===== src/rtl/memory_stage_pkg.sv =====
// Shared types for the memory stage: datapath words, register indices,
// writeback-source encodings, access-FSM states and the EX/MEM latch layout.
package memory_stage_pkg;

    localparam int WORD_BITS = 32;
    localparam int REG_BITS  = 5;

    typedef logic [WORD_BITS-1:0] word_t;
    typedef logic [REG_BITS-1:0]  regbits_t;

    typedef enum logic [1:0] {
        RSEL_ALU  = 2'd0,
        RSEL_LOAD = 2'd1,
        RSEL_NPC  = 2'd2,
        RSEL_RSVD = 2'd3
    } regsel_t;

    typedef enum logic [1:0] {
        IDLE   = 2'd0,
        ACCESS = 2'd1,
        DONE   = 2'd2
    } memstate_t;

    typedef struct packed {
        word_t    aluout;
        word_t    rtdat;
        word_t    npc;
        logic     dren;
        logic     dwen;
        logic     regwr;
        regsel_t  regsel;
        regbits_t regdst;
        logic     halt;
    } exmem_t;

endpackage


===== src/rtl/mem_access_fsm.sv =====
// Data-cache access controller: one request per memory instruction, held
// until dhit, with the load buffer and the upstream stall.
module mem_access_fsm
    import memory_stage_pkg::*;
#(
    parameter int WORD_W = 32
) (
    input  logic              CLK,
    input  logic              nRST,
    input  logic              advance,
    input  logic              cap_ren,
    input  logic              cap_wen,
    input  logic              dhit,
    input  logic [WORD_W-1:0] dmemload,
    output logic              dmemREN,
    output logic              dmemWEN,
    output logic              mem_stall,
    output logic [WORD_W-1:0] loadbuf
);

    memstate_t         state_r;
    logic              ren_r;
    logic              wen_r;
    logic              stall_r;
    logic [WORD_W-1:0] loadbuf_r;

    // State, request/stall flags and load buffer; stall_r mirrors state_r==ACCESS.
    always_ff @(posedge CLK or negedge nRST) begin
        if (!nRST) begin
            state_r   <= IDLE;
            ren_r     <= 1'b0;
            wen_r     <= 1'b0;
            stall_r   <= 1'b0;
            loadbuf_r <= '0;
        end else begin
            case (state_r)
                ACCESS: begin
                    if (dhit) begin
                        state_r   <= DONE;
                        ren_r     <= 1'b0;
                        wen_r     <= 1'b0;
                        stall_r   <= 1'b0;
                        loadbuf_r <= dmemload;
                    end else begin
                        state_r   <= ACCESS;
                    end
                end
                IDLE, DONE: begin
                    if (advance) begin
                        state_r <= (cap_ren | cap_wen) ? ACCESS : IDLE;
                        // a load+store pair is issued as a store only
                        ren_r   <= cap_ren & ~cap_wen;
                        wen_r   <= cap_wen;
                        stall_r <= cap_ren | cap_wen;
                    end else begin
                        state_r <= state_r;
                    end
                end
                default: begin
                    state_r <= IDLE;
                    ren_r   <= 1'b0;
                    wen_r   <= 1'b0;
                    stall_r <= 1'b0;
                end
            endcase
        end
    end

    assign dmemREN   = ren_r;
    assign dmemWEN   = wen_r;
    assign mem_stall = stall_r;
    assign loadbuf   = loadbuf_r;

endmodule


===== src/rtl/memory_stage.sv =====
// Memory pipeline stage: EX/MEM latch, data-cache access and MEM/WB next-state.
// Optional stall-cycle counter enabled by defining MEM_STALLCNT_EN.
module memory_stage
    import memory_stage_pkg::*;
#(
    parameter int WORD_W = 32,
    parameter int REG_W  = 5
) (
    input  logic              CLK,
    input  logic              nRST,
    input  logic              ihit,
    input  logic              flush,
    input  logic [WORD_W-1:0] ALUOut_next,
    input  logic [WORD_W-1:0] rtdat,
    input  logic              dREN_next,
    input  logic              dWEN_next,
    input  logic              regWr_next,
    input  logic [1:0]        regSel_next,
    input  logic [REG_W-1:0]  regDst_next,
    input  logic [WORD_W-1:0] nPC_next,
    input  logic              halt_next,
    input  logic              dhit,
    input  logic [WORD_W-1:0] dmemload,
    output logic              dmemREN,
    output logic              dmemWEN,
    output logic [WORD_W-1:0] dmemaddr,
    output logic [WORD_W-1:0] dmemstore,
    output logic              mem_stall,
    output logic [WORD_W-1:0] wdat,
    output logic              regWr_wb,
    output logic [REG_W-1:0]  regDst_wb,
    output logic              halt_wb,
    output logic [31:0]       stall_cycles
);

    exmem_t            lat_r;
    logic              halt_wb_r;
    logic              mem_stall_s;
    logic              advance_s;
    logic              cap_ren_s;
    logic              cap_wen_s;
    logic [WORD_W-1:0] loadbuf_s;
    logic [WORD_W-1:0] wdat_s;

    assign advance_s = ihit & ~mem_stall_s & ~halt_wb_r;
    assign cap_ren_s = dREN_next & ~flush;
    assign cap_wen_s = dWEN_next & ~flush;

    // EX/MEM latch; flush only matters on an advancing edge.
    always_ff @(posedge CLK or negedge nRST) begin
        if (!nRST) begin
            lat_r <= '0;
        end else if (advance_s) begin
            if (flush) begin
                lat_r <= '0;
            end else begin
                lat_r.aluout <= ALUOut_next;
                lat_r.rtdat  <= rtdat;
                lat_r.npc    <= nPC_next;
                lat_r.dren   <= dREN_next;
                lat_r.dwen   <= dWEN_next;
                lat_r.regwr  <= regWr_next;
                lat_r.regsel <= regsel_t'(regSel_next);
                lat_r.regdst <= regDst_next;
                lat_r.halt   <= halt_next;
            end
        end else begin
            lat_r <= lat_r;
        end
    end

    // Sticky halt, raised once the latched halt is no longer waiting on memory.
    always_ff @(posedge CLK or negedge nRST) begin
        if (!nRST) begin
            halt_wb_r <= 1'b0;
        end else if (lat_r.halt && !mem_stall_s) begin
            halt_wb_r <= 1'b1;
        end else begin
            halt_wb_r <= halt_wb_r;
        end
    end

    mem_access_fsm #(
        .WORD_W (WORD_W)
    ) u_fsm (
        .CLK       (CLK),
        .nRST      (nRST),
        .advance   (advance_s),
        .cap_ren   (cap_ren_s),
        .cap_wen   (cap_wen_s),
        .dhit      (dhit),
        .dmemload  (dmemload),
        .dmemREN   (dmemREN),
        .dmemWEN   (dmemWEN),
        .mem_stall (mem_stall_s),
        .loadbuf   (loadbuf_s)
    );

    // Writeback source select; the reserved encoding falls back to the ALU result.
    always_comb begin
        wdat_s = lat_r.aluout;
        case (lat_r.regsel)
            RSEL_LOAD: wdat_s = loadbuf_s;
            RSEL_NPC:  wdat_s = lat_r.npc;
            default:   wdat_s = lat_r.aluout;
        endcase
    end

`ifdef MEM_STALLCNT_EN
    logic [31:0] stall_cnt_r;

    // Free-running count of stalled cycles, wrapping naturally.
    always_ff @(posedge CLK or negedge nRST) begin
        if (!nRST) begin
            stall_cnt_r <= 32'd0;
        end else if (mem_stall_s) begin
            stall_cnt_r <= stall_cnt_r + 32'd1;
        end else begin
            stall_cnt_r <= stall_cnt_r;
        end
    end

    assign stall_cycles = stall_cnt_r;
`else
    assign stall_cycles = 32'd0;
`endif

    assign dmemaddr  = lat_r.aluout;
    assign dmemstore = lat_r.rtdat;
    assign mem_stall = mem_stall_s;
    assign wdat      = wdat_s;
    assign regWr_wb  = lat_r.regwr & ~mem_stall_s;
    assign regDst_wb = lat_r.regdst;
    assign halt_wb   = halt_wb_r;

endmodule

===== config.mk =====
export PLATFORM = sky130hd
export DESIGN_NAME = memory_stage
export DESIGN_NICKNAME = d
export VERILOG_FILES = /design/src/rtl/memory_stage_pkg.sv /design/src/rtl/mem_access_fsm.sv /design/src/rtl/memory_stage.sv
export SDC_FILE = /design/constraint.sdc
export NUM_CORES = 1
export LEC_CHECK = 0
export CORE_AREA = 3 3 139 141
export DETAILED_ROUTE_END_ITERATION = 10
export DIE_AREA = 0 0 142 144
export PLACE_DENSITY_LB_ADDON = 0.15
export SLEW_MARGIN = 15
export SYNTH_ARGS = -nofsm -noshare
export SYNTH_HDL_FRONTEND = slang
export SYNTH_SLANG_ARGS = --single-unit

===== constraint.sdc =====
create_clock -name CLK -period 1.8 [get_ports CLK]
set_clock_uncertainty 0.05 [all_clocks]
set_input_delay 0.54 -clock CLK [delete_from_list [all_inputs] [get_ports CLK]]
set_output_delay 0.54 -clock CLK [all_outputs]
set_load 0.01 [all_outputs]

==> results.md, run 1 <==
- Outcome: complete, but fails checks
- Failing checks: negative setup slack
- Area of the die: 20400 um2
- Fraction of final layout cells sized beyond drive strength 1: 0.179
- Portion of the clock cycle consumed by the worst path in the final layout: 1.33
- Drt initial violations: 241
- Synth top area share: 0.494
- Clock transition at the registers of the reported paths: 60 ps
- Clock Sink Count: 143
- Post-detailed-route count of antenna-violating nets: 0
- Wire length reported by the detailed router: 19.9 mm
- Vias in the first global route: 5630
- Synth Area in Compound Gates: 0.134
- Top FF cell, synth: sky130_fd_sc_hd__dfrtp_1
- Overflow after GRT: 0
- Most instantiated library cell after synthesis: sky130_fd_sc_hd__dfrtp_1
- Share of async-settable or async-resettable flops after synthesis: 1.00
- Post-Synth Simple-Gate Area: 0.172
- Vert. Die Dim: 144 um
- Worst path required time: 1210 ps
- Setup repair after global routing missed its margin: true
- YS warnings: 0
- I/O pin total: 282
- Number of buffers inserted by port buffering: 249
- GPL Wtd Cong: 0.783
- Dominant combinational cell family by area after synthesis: simple AND/OR/NAND/NOR gates
- Count of endpoints failing hold in the final timing report: 0
- CTS HTree Levels: 4
- P&R area growth vs syn: 41.2%
- Critical path data arrival time: 1800 ps
- Routed via count: 5659
- Final setup violating endpoints: 32
- Count of mapped cells out of synthesis: 766
- Area of the multi-input gates: 2890 um2
- Worst Hold Class: reg2reg
- Buffers from clock root to sink, at most: 2
- Aggregate global-route resource usage: 0.188
- First-pass GRT wire length: 30.2 mm
- Smallest hold slack: 420 ps
- Standby leakage power: 4.73 nW
- R2R Setup Slk: 210 ps
- Min setup slack post-route: -593 ps
- Top post-synthesis cells by area: sky130_fd_sc_hd__dfrtp_1 (49%), sky130_fd_sc_hd__buf_4 (11%), sky130_fd_sc_hd__nand2b_1 (9.1%)
- Power per unit of standard cell area: 1540 nW/um2
- Synth cell count leaders: sky130_fd_sc_hd__dfrtp_1 (143), sky130_fd_sc_hd__nand2_1 (140), sky130_fd_sc_hd__o21ai_0 (113)
- Area occupied by registers: 3580 um2
- Root Buffer Master: sky130_fd_sc_hd__clkbuf_16
- Worst Path Max Fanout: 21
- Share of the synthesized netlist area taken by xor and xnor gates: 0
- Core box area: 18100 um2
- Count of flip-flops with a built-in enable after synthesis: 0
- Clock tree from TritonCTS: done
- Final-layout fill cell count: 1665
- CTS buffer count: 17
- Pin count of the biggest net entering global routing: 62
- Sequential cell area fraction in the yosys report: 0.494
- Number of storage elements in the synthesis netlist: 143
- Kind of start point of the critical path: flop
- Utilization after layout: 0.565
- Achievable frequency: 0.418 GHz
- IR drop worst, VDD: 800 uV
- Area share of fa/ha/maj cells after synthesis: 0.00346
- Via-to-Cell Ratio: 4.76
- Clk Latency, worst-skew pair: 410 ps
- Std cell rows: 49
- Mux share of post-synthesis cell area: 0.0525
- Time the final worst path needs with I/O delays and setup: 2390 ps
- DRC viols: 0
- Post-synthesis cell type with the largest combined area: sky130_fd_sc_hd__dfrtp_1
- Cell area after technology mapping: 7240 um2
- Initial Utilization: 0.400
- Max_cap viols: 0
- Die width: 142 um
- Final routed wire length divided by cell count: 16.7 um
- Capturing element type of the critical path: output port
- Class of the most critical setup path: reg2out
- First drt pass iteration count: 4
- Hpwl dp: 13.8 mm
- Number of max-slew violations in the final report: 0
- Initial antenna violation count: 1
- Number of nets at the end of the flow: 1093
- Number of distinct standard cells referenced by the synthesized netlist: 25
- Per-instance average area after synthesis: 9.45 um2
==> metal layers <==
| layer | wire, um | track usage | up-vias |
|---|---|---|---|
| met4 | 202 | 0.0465 | 0 |
| li1 | - | - | 2761 |
| met5 | 0 | 0 | - |
| met1 | 8570 | 0.234 | 2703 |
| met2 | 9770 | 0.316 | 181 |
| met3 | 1310 | 0.0612 | 14 |
==> state kept, by name (all words and copies together) (netlist names) <==
name / cells
dmemaddr: 32
dmemstore: 32
halt_wb: 1
lat_r: 36
regDst_wb: 5
u_fsm.dmemREN: 1
u_fsm.dmemWEN: 1
u_fsm.loadbuf: 32
u_fsm.mem_stall: 1
u_fsm.state_r: 2
==> where the power goes <==
group	leakage (nW)	switching, mW	internal [mW]
clock	0.304	1.38	2.36
sequential	1.86	0.927	4.64
combinational	2.57	3.18	3.26
==> repair_timing <==
| action | in CTS | in global routing |
|---|---|---|
| pin swaps | 2 | 8 |
| setup buffers | 1 | 1 |
| hold buffers | 1 | 0 |
| setup endpoints to repair | 106 | 34 |
| resized for setup | 206 | 39 |
| gates cloned | 1 | 4 |
| hold endpoints to repair | 28 | 0 |
==> path summary, 6_finish.rpt <==
check                                endpoint       startpoint  depth (start not counted)
worst min register to register  dmemstore[25]    dmemstore[25]                          2
max in group asynchronous        dmemaddr[27]             nRST                          3
worst min-delay path            dmemstore[25]    dmemstore[25]                          2
worst max-delay path                 wdat[15]         lat_r[7]                          6
min in group asynchronous        dmemstore[1]             nRST                          2
worst max register to register   dmemstore[9]  u_fsm.mem_stall                          4
==> critical path: stages (launching register included) <==
cell and delay, ps:
sky130_fd_sc_hd__dfrtp_1 420, sky130_fd_sc_hd__inv_1 70, sky130_fd_sc_hd__ha_2 220, sky130_fd_sc_hd__buf_12 180
sky130_fd_sc_hd__a22oi_1 90, sky130_fd_sc_hd__o21ai_1 160, sky130_fd_sc_hd__clkdlybuf4s15_2 250
==> placed cells by master (no fill, tap or decap), types with 9 or more instances in the layout <==
cell type,Yosys,final
sky130_fd_sc_hd__dfrtp_1,143,141
sky130_fd_sc_hd__clkdlybuf4s50_1,0,141
sky130_fd_sc_hd__nand2_1,140,128
sky130_fd_sc_hd__nand2b_1,105,105
sky130_fd_sc_hd__o21ai_0,113,81
sky130_fd_sc_hd__dlygate4sd2_1,0,72
sky130_fd_sc_hd__o21ai_1,27,50
sky130_fd_sc_hd__mux2_2,32,32
sky130_fd_sc_hd__conb_1,1,32
sky130_fd_sc_hd__a22oi_1,32,23
sky130_fd_sc_hd__clkbuf_16,0,19
sky130_fd_sc_hd__buf_2,4,19
sky130_fd_sc_hd__buf_4,102,15
sky130_fd_sc_hd__clkdlybuf4s15_2,0,12
sky130_fd_sc_hd__buf_12,0,12
sky130_fd_sc_hd__nand2_2,0,11
sky130_fd_sc_hd__a22oi_2,0,9
==> cell families (layout without fill, tap and decap cells) <==
group / count (synthesis) / in the layout
compound gates: 175 / 175
fa+ha+maj: 2 / 2
buf+inv: 157 / 320
flops: 143 / 143
mux: 34 / 34
other cells: 1 / 33
simple gates: 254 / 254
==> metrics by stage <==
step / setup TNS (ps) / worst slack (ps) / instances / area, um2 / power (mW)
global route: -19520 / -701 / 1190 / 10200 / 16.8
global placement: -41610 / -591 / 1150 / 9470 / 11.7
CTS: -17020 / -596 / 1185 / 10100 / 15.3
finish: -16520 / -593 / 1190 / 10200 / 15.8
floorplan: -1060 / -35.2 / 797 / 7360 / 9.11
detailed placement: -42910 / -581 / 1150 / 9470 / 11.9
==> layout make-up <==
| class | instances | area share |
|---|---|---|
| diodes | 1 | 0.000245 |
| clock buffers | 19 | 0.0433 |
| clock inverters | 13 | 0.0181 |
| inverters | 4 | 0.00147 |
| multi-input cells | 497 | 0.283 |
| flip-flops and latches | 143 | 0.350 |
| well taps | 229 | 0.0280 |
| repair buffers | 284 | 0.275 |
Note: power is estimated with default switching activity, not from simulation.
==> inputs of run 2 (changes only) <==
RECOVER_POWER = 100   (was unset)
==> run 2 against run 1 <==
The flow still finishes with violations (negative setup slack); sequential share of layout area rose by 0.22 points; cell area fell by 0.70%; first-iteration DRC count rose by 0.83%; utilization fell by 0.39 points; worst hold slack barely moved; sequential cell count did not move; clock power barely moved; sequential power barely moved; global-route usage did not move; critical path type unchanged; critical endpoint unchanged.
==> results.md, run 2 (synthesis results as in run 1) <==
- Outcome: complete, but fails checks
- Failing checks: negative setup slack
- Capturing element type of the critical path: output port
- Power per unit of standard cell area: 1550 nW/um2
- P&R area growth vs syn: 40.2%
- First drt pass iteration count: 5
- Area of the die: 20400 um2
- Actual slew at the worst max-slew pin: 926 ps
- Hpwl dp: 13.8 mm
- Via-to-Cell Ratio: 4.76
- Post-detailed-route count of antenna-violating nets: 0
- Number of max-slew violations in the final report: 0
- First-pass GRT wire length: 30.2 mm
- Die width: 142 um
- Worst path required time: 1210 ps
- Portion of the clock cycle consumed by the worst path in the final layout: 1.33
- Final-layout fill cell count: 1679
- Aggregate global-route resource usage: 0.188
- Final routed wire length divided by cell count: 16.6 um
- Buffers from clock root to sink, at most: 2
- Drt initial violations: 243
- Wire length reported by the detailed router: 19.8 mm
- Most common cell after layout, fill and taps aside: sky130_fd_sc_hd__dfrtp_1
- DRC viols: 0
- Pin count of the biggest net entering global routing: 62
- Number of cells in the design after placement: 1150
- CTS HTree Levels: 4
- Root Buffer Master: sky130_fd_sc_hd__clkbuf_16
- Final setup violating endpoints: 62
- PnR Total Power: 15.7 mW
- Time the final worst path needs with I/O delays and setup: 2390 ps
- Standby leakage power: 4.70 nW
- Max_cap viols: 0
- Clock Sink Count: 143
- CTS buffer count: 17
- Clock tree from TritonCTS: done
- Worst Hold Class: reg2reg
- Final standard cell count with taps included and fillers excluded: 1190
- Most used cells in the layout excluding fill and tap cells: sky130_fd_sc_hd__dfrtp_1 (143), sky130_fd_sc_hd__clkdlybuf4s50_1 (140), sky130_fd_sc_hd__nand2_1 (128)
- Worst Path Max Fanout: 21
- Vias in the first global route: 5630
- I/O pin total: 282
- IR drop worst, VDD: 800 uV
- Worst slew slack as a fraction of its limit: 0.383
- Count of endpoints failing hold in the final timing report: 0
- Fraction of final layout cells sized beyond drive strength 1: 0.175
- Vert. Die Dim: 144 um
- Overflow after GRT: 0
- Initial antenna violation count: 1
- Initial Utilization: 0.400
- Critical path data arrival time: 1800 ps
- Min setup slack post-route: -594 ps
- Routed via count: 5667
- Max FFs per register: 36
- Core box area: 18100 um2
- Setup WS pre-CTS: -581 ps
- Achievable frequency: 0.418 GHz
- Smallest hold slack: 420 ps
- Kind of start point of the critical path: flop
- GPL Wtd Cong: 0.783
- Std cell rows: 49
- Number of nets at the end of the flow: 1093
- Clk Latency, worst-skew pair: 410 ps
- Clock transition at the registers of the reported paths: 60 ps
- Largest Register: lat_r
- Setup repair after global routing missed its margin: true
- Class of the most critical setup path: reg2out
- Number of buffers inserted by port buffering: 249
## run 2: path summary, 6_finish.rpt
check,startpoint,slack [ps],cells past startpoint,to
worst min register to register,dmemstore[25],420,2,dmemstore[25]
min in group asynchronous,nRST,740,2,dmemstore[1]
worst max register to register,u_fsm.mem_stall,110,4,u_fsm.dmemREN
worst min-delay path,dmemstore[25],420,2,dmemstore[25]
max in group asynchronous,nRST,140,3,u_fsm.state_r[1]
worst max-delay path,lat_r[7],-590,6,wdat[15]
## run 2: final cells by class
| type | count | area [um2] | area share |
|---|---|---|---|
| antenna | 1 | 2.50 | 0.000247 |
| clock buffer | 19 | 443 | 0.0436 |
| clock inverter | 13 | 185 | 0.0182 |
| inverter | 4 | 15.0 | 0.00148 |
| multi-input combinational | 497 | 2890 | 0.285 |
| sequential | 143 | 3580 | 0.353 |
| tap | 229 | 287 | 0.0282 |
| timing repair buffer | 284 | 2750 | 0.271 |
## run 2: through the flow
step	utilization	TNS (ps)	area, um2
5_1_grt	0.561	-22140	10100
4_1_cts	0.557	-17020	10100
3_5_place_dp	0.524	-42910	9470
2_1_floorplan	-	-1060	7360
6_report	0.561	-17040	10100
3_3_place_gp	0.524	-41610	9470
## run 2: power by group
| part | total (mW) | internal [mW] | leakage (nW) | switching (mW) |
|---|---|---|---|---|
| Combinational | 6.42 | 3.25 | 2.53 | 3.17 |
| Sequential | 5.56 | 4.63 | 1.86 | 0.928 |
| Clock | 3.75 | 2.36 | 0.304 | 1.38 |
| Total | 15.7 | 10.2 | 4.70 | 5.49 |
## run 2: critical path, cell delays in order (launching register included)
cell and delay, ps:
sky130_fd_sc_hd__dfrtp_1 420, sky130_fd_sc_hd__inv_1 70, sky130_fd_sc_hd__ha_2 220, sky130_fd_sc_hd__buf_12 180, sky130_fd_sc_hd__a22oi_1 90, sky130_fd_sc_hd__o21ai_1 160
sky130_fd_sc_hd__clkdlybuf4s15_2 250
## run 2: per-layer routing
layer,track usage,vias to the layer above,part of all wire
met3,0.0612,14,0.071
met5,0,-,0
met2,0.316,189,0.49
met1,0.234,2706,0.43
met4,0.0465,0,0.010
li1,-,2758,-
## run 2: timing repair
| item | CTS | global route |
|---|---|---|
| setup buffers | 1 | 1 |
| setup endpoints to repair | 106 | 34 |
| cloned | 1 | 4 |
| endpoints found under the hold margin | 28 | 0 |
| gates resized for setup | 206 | 39 |
| hold buffers | 1 | 0 |
| pin swaps | 2 | 8 |
==> inputs of run 3 (changes only) <==
CAP_MARGIN = 10   (was unset)
RECOVER_POWER = unset   (was 100)
clock period = 2.85 ns   (was 1.8 ns; I/O delays follow)
==> run 3 against run 2 <==
The flow now finishes without violations; worst hold slack worse by 120 ps; final cell count is 1.7% lower; non-clock buffer count is 20 lower; die area stayed put; largest power group unchanged.
==> results.md, run 3 (synthesis results as in run 1) <==
- GPL Wtd Cong: 0.748
- Pin count of the biggest net entering global routing: 109
- Setup WS pre-CTS: 83.7 ps
- Clk Latency, worst-skew pair: 410 ps
- Clock tree from TritonCTS: done
- Capturing element type of the critical path: output port
- Worst path required time: 1950 ps
- Standby leakage power: 4.36 nW
- Most used cells in the layout excluding fill and tap cells: sky130_fd_sc_hd__clkdlybuf4s50_1 (215), sky130_fd_sc_hd__dfrtp_1 (143), sky130_fd_sc_hd__nand2_1 (140)
- Wire length reported by the detailed router: 18.5 mm
- Largest Register: lat_r
- Achievable frequency: 0.364 GHz
- Setup repair after global routing missed its margin: true
- Die width: 142 um
- Actual slew at the worst max-slew pin: 657 ps
- Portion of the clock cycle consumed by the worst path in the final layout: 0.963
- Time the final worst path needs with I/O delays and setup: 2740 ps
- CTS HTree Levels: 4
- First-pass GRT wire length: 28.9 mm
- Number of nets at the end of the flow: 1073
- IR drop worst, VDD: 561 uV
- Kind of start point of the critical path: flop
- Fraction of final layout cells sized beyond drive strength 1: 0.107
- Vert. Die Dim: 144 um
- Class of the most critical setup path: reg2out
- Post-detailed-route count of antenna-violating nets: 0
- Hpwl dp: 12.7 mm
- Area of the die: 20400 um2
- Power per unit of standard cell area: 963 nW/um2
- Routed via count: 5397
- Max FFs per register: 36
- Aggregate global-route resource usage: 0.180
- Overflow after GRT: 0
- Initial Utilization: 0.400
- Worst Hold Class: in2async
- Buffers from clock root to sink, at most: 2
- Final standard cell count with taps included and fillers excluded: 1170
- Setup_tns: 0 ps
- DRC viols: 0
- Count of hold-fix buffers inserted at cts: 0
- Max_cap viols: 0
- Outcome: complete, no violations
- Clock Sink Count: 143
- Clock transition at the registers of the reported paths: 60 ps
- Via-to-Cell Ratio: 4.61
- Number of cells in the design after placement: 1136
- Initial antenna violation count: 0
- Final routed wire length divided by cell count: 15.8 um
- Root Buffer Master: sky130_fd_sc_hd__clkbuf_16
- Critical path data arrival time: 1840 ps
- Count of endpoints failing hold in the final timing report: 0
- First drt pass iteration count: 4
- Final setup violating endpoints: 0
- Vias in the first global route: 5461
- Core box area: 18100 um2
- Min setup slack post-route: 105 ps
- Std cell rows: 49
- Worst Path Max Fanout: 12
- CTS buffer count: 17
- I/O pin total: 282
- Most common cell after layout, fill and taps aside: sky130_fd_sc_hd__clkdlybuf4s50_1
- Smallest hold slack: 295 ps
- P&R area growth vs syn: 37.3%
- Number of max-slew violations in the final report: 0
- Drt initial violations: 237
- Number of buffers inserted by port buffering: 249
- Worst slew slack as a fraction of its limit: 0.562
run 3: cell count changes in the layout (fill, tap and decap cells not counted), moves of 13 or more:
cell	delta
sky130_fd_sc_hd__clkdlybuf4s50_1	+75
sky130_fd_sc_hd__dlygate4sd2_1	-60
sky130_fd_sc_hd__o21ai_0	+22
sky130_fd_sc_hd__buf_2	-19
sky130_fd_sc_hd__o21ai_1	-13
run 3: final cells by class:
type | instances | area (um2)
fill | 1653 | 8150
sequential | 143 | 3580
multi-input combinational | 497 | 2780
timing repair buffer | 264 | 2650
clock buffer | 20 | 437
tap | 229 | 287
clock inverter | 12 | 191
inverter | 4 | 15.0
antenna | 1 | 2.50
run 3: power breakdown:
group	switching [mW]	total, mW	leakage (nW)	internal (mW)
combinational	1.70	3.69	2.19	2.00
sequential	0.574	3.50	1.86	2.93
clock	0.835	2.38	0.308	1.55
total	3.10	9.58	4.36	6.47
run 3: worst max-delay path, cell delays in order (launching register included):
cell                            delay, ps
sky130_fd_sc_hd__dfrtp_1              400
sky130_fd_sc_hd__inv_1                 60
sky130_fd_sc_hd__ha_2                 210
sky130_fd_sc_hd__buf_8                160
sky130_fd_sc_hd__a22oi_1              210
sky130_fd_sc_hd__o21ai_0              100
sky130_fd_sc_hd__dlygate4sd2_1        280
run 3: path summary, 6_finish.rpt:
path,startpoint,endpoint,slack (ps),depth (start not counted)
setup / recovery,lat_r[7],wdat[0],110,6
hold / removal,nRST,dmemstore[18],300,1
setup reg to reg,u_fsm.mem_stall,dmemaddr[19],1190,4
hold reg to reg,lat_r[0],halt_wb,420,1
max in group asynchronous,nRST,u_fsm.loadbuf[10],1790,2
min in group CLK,lat_r[0],halt_wb,420,1
run 3: per-stage QoR:
step | power [mW] | utilization | cell area, um2
2_1_floorplan | 5.68 | - | 7360
3_3_place_gp | 7.35 | 0.517 | 9340
3_5_place_dp | 7.41 | 0.517 | 9340
4_1_cts | 9.68 | 0.550 | 9950
5_1_grt | 10.3 | 0.549 | 9940
6_report | 9.58 | 0.550 | 9940
run 3: routing by layer:
layer / global-route usage / vias up / part of all wire
li1: - / 2711 / -
met1: 0.232 / 2490 / 0.45
met2: 0.292 / 177 / 0.46
met3: 0.0579 / 19 / 0.073
met4: 0.0561 / 0 / 0.015
met5: 0 / - / 0
run 3: repair_timing:
item                                    in CTS  in global routing
pin swaps                                    0                  0
resized for setup                           35                 52
endpoints found under the setup margin      32                 25
buffers inserted                             0                  1
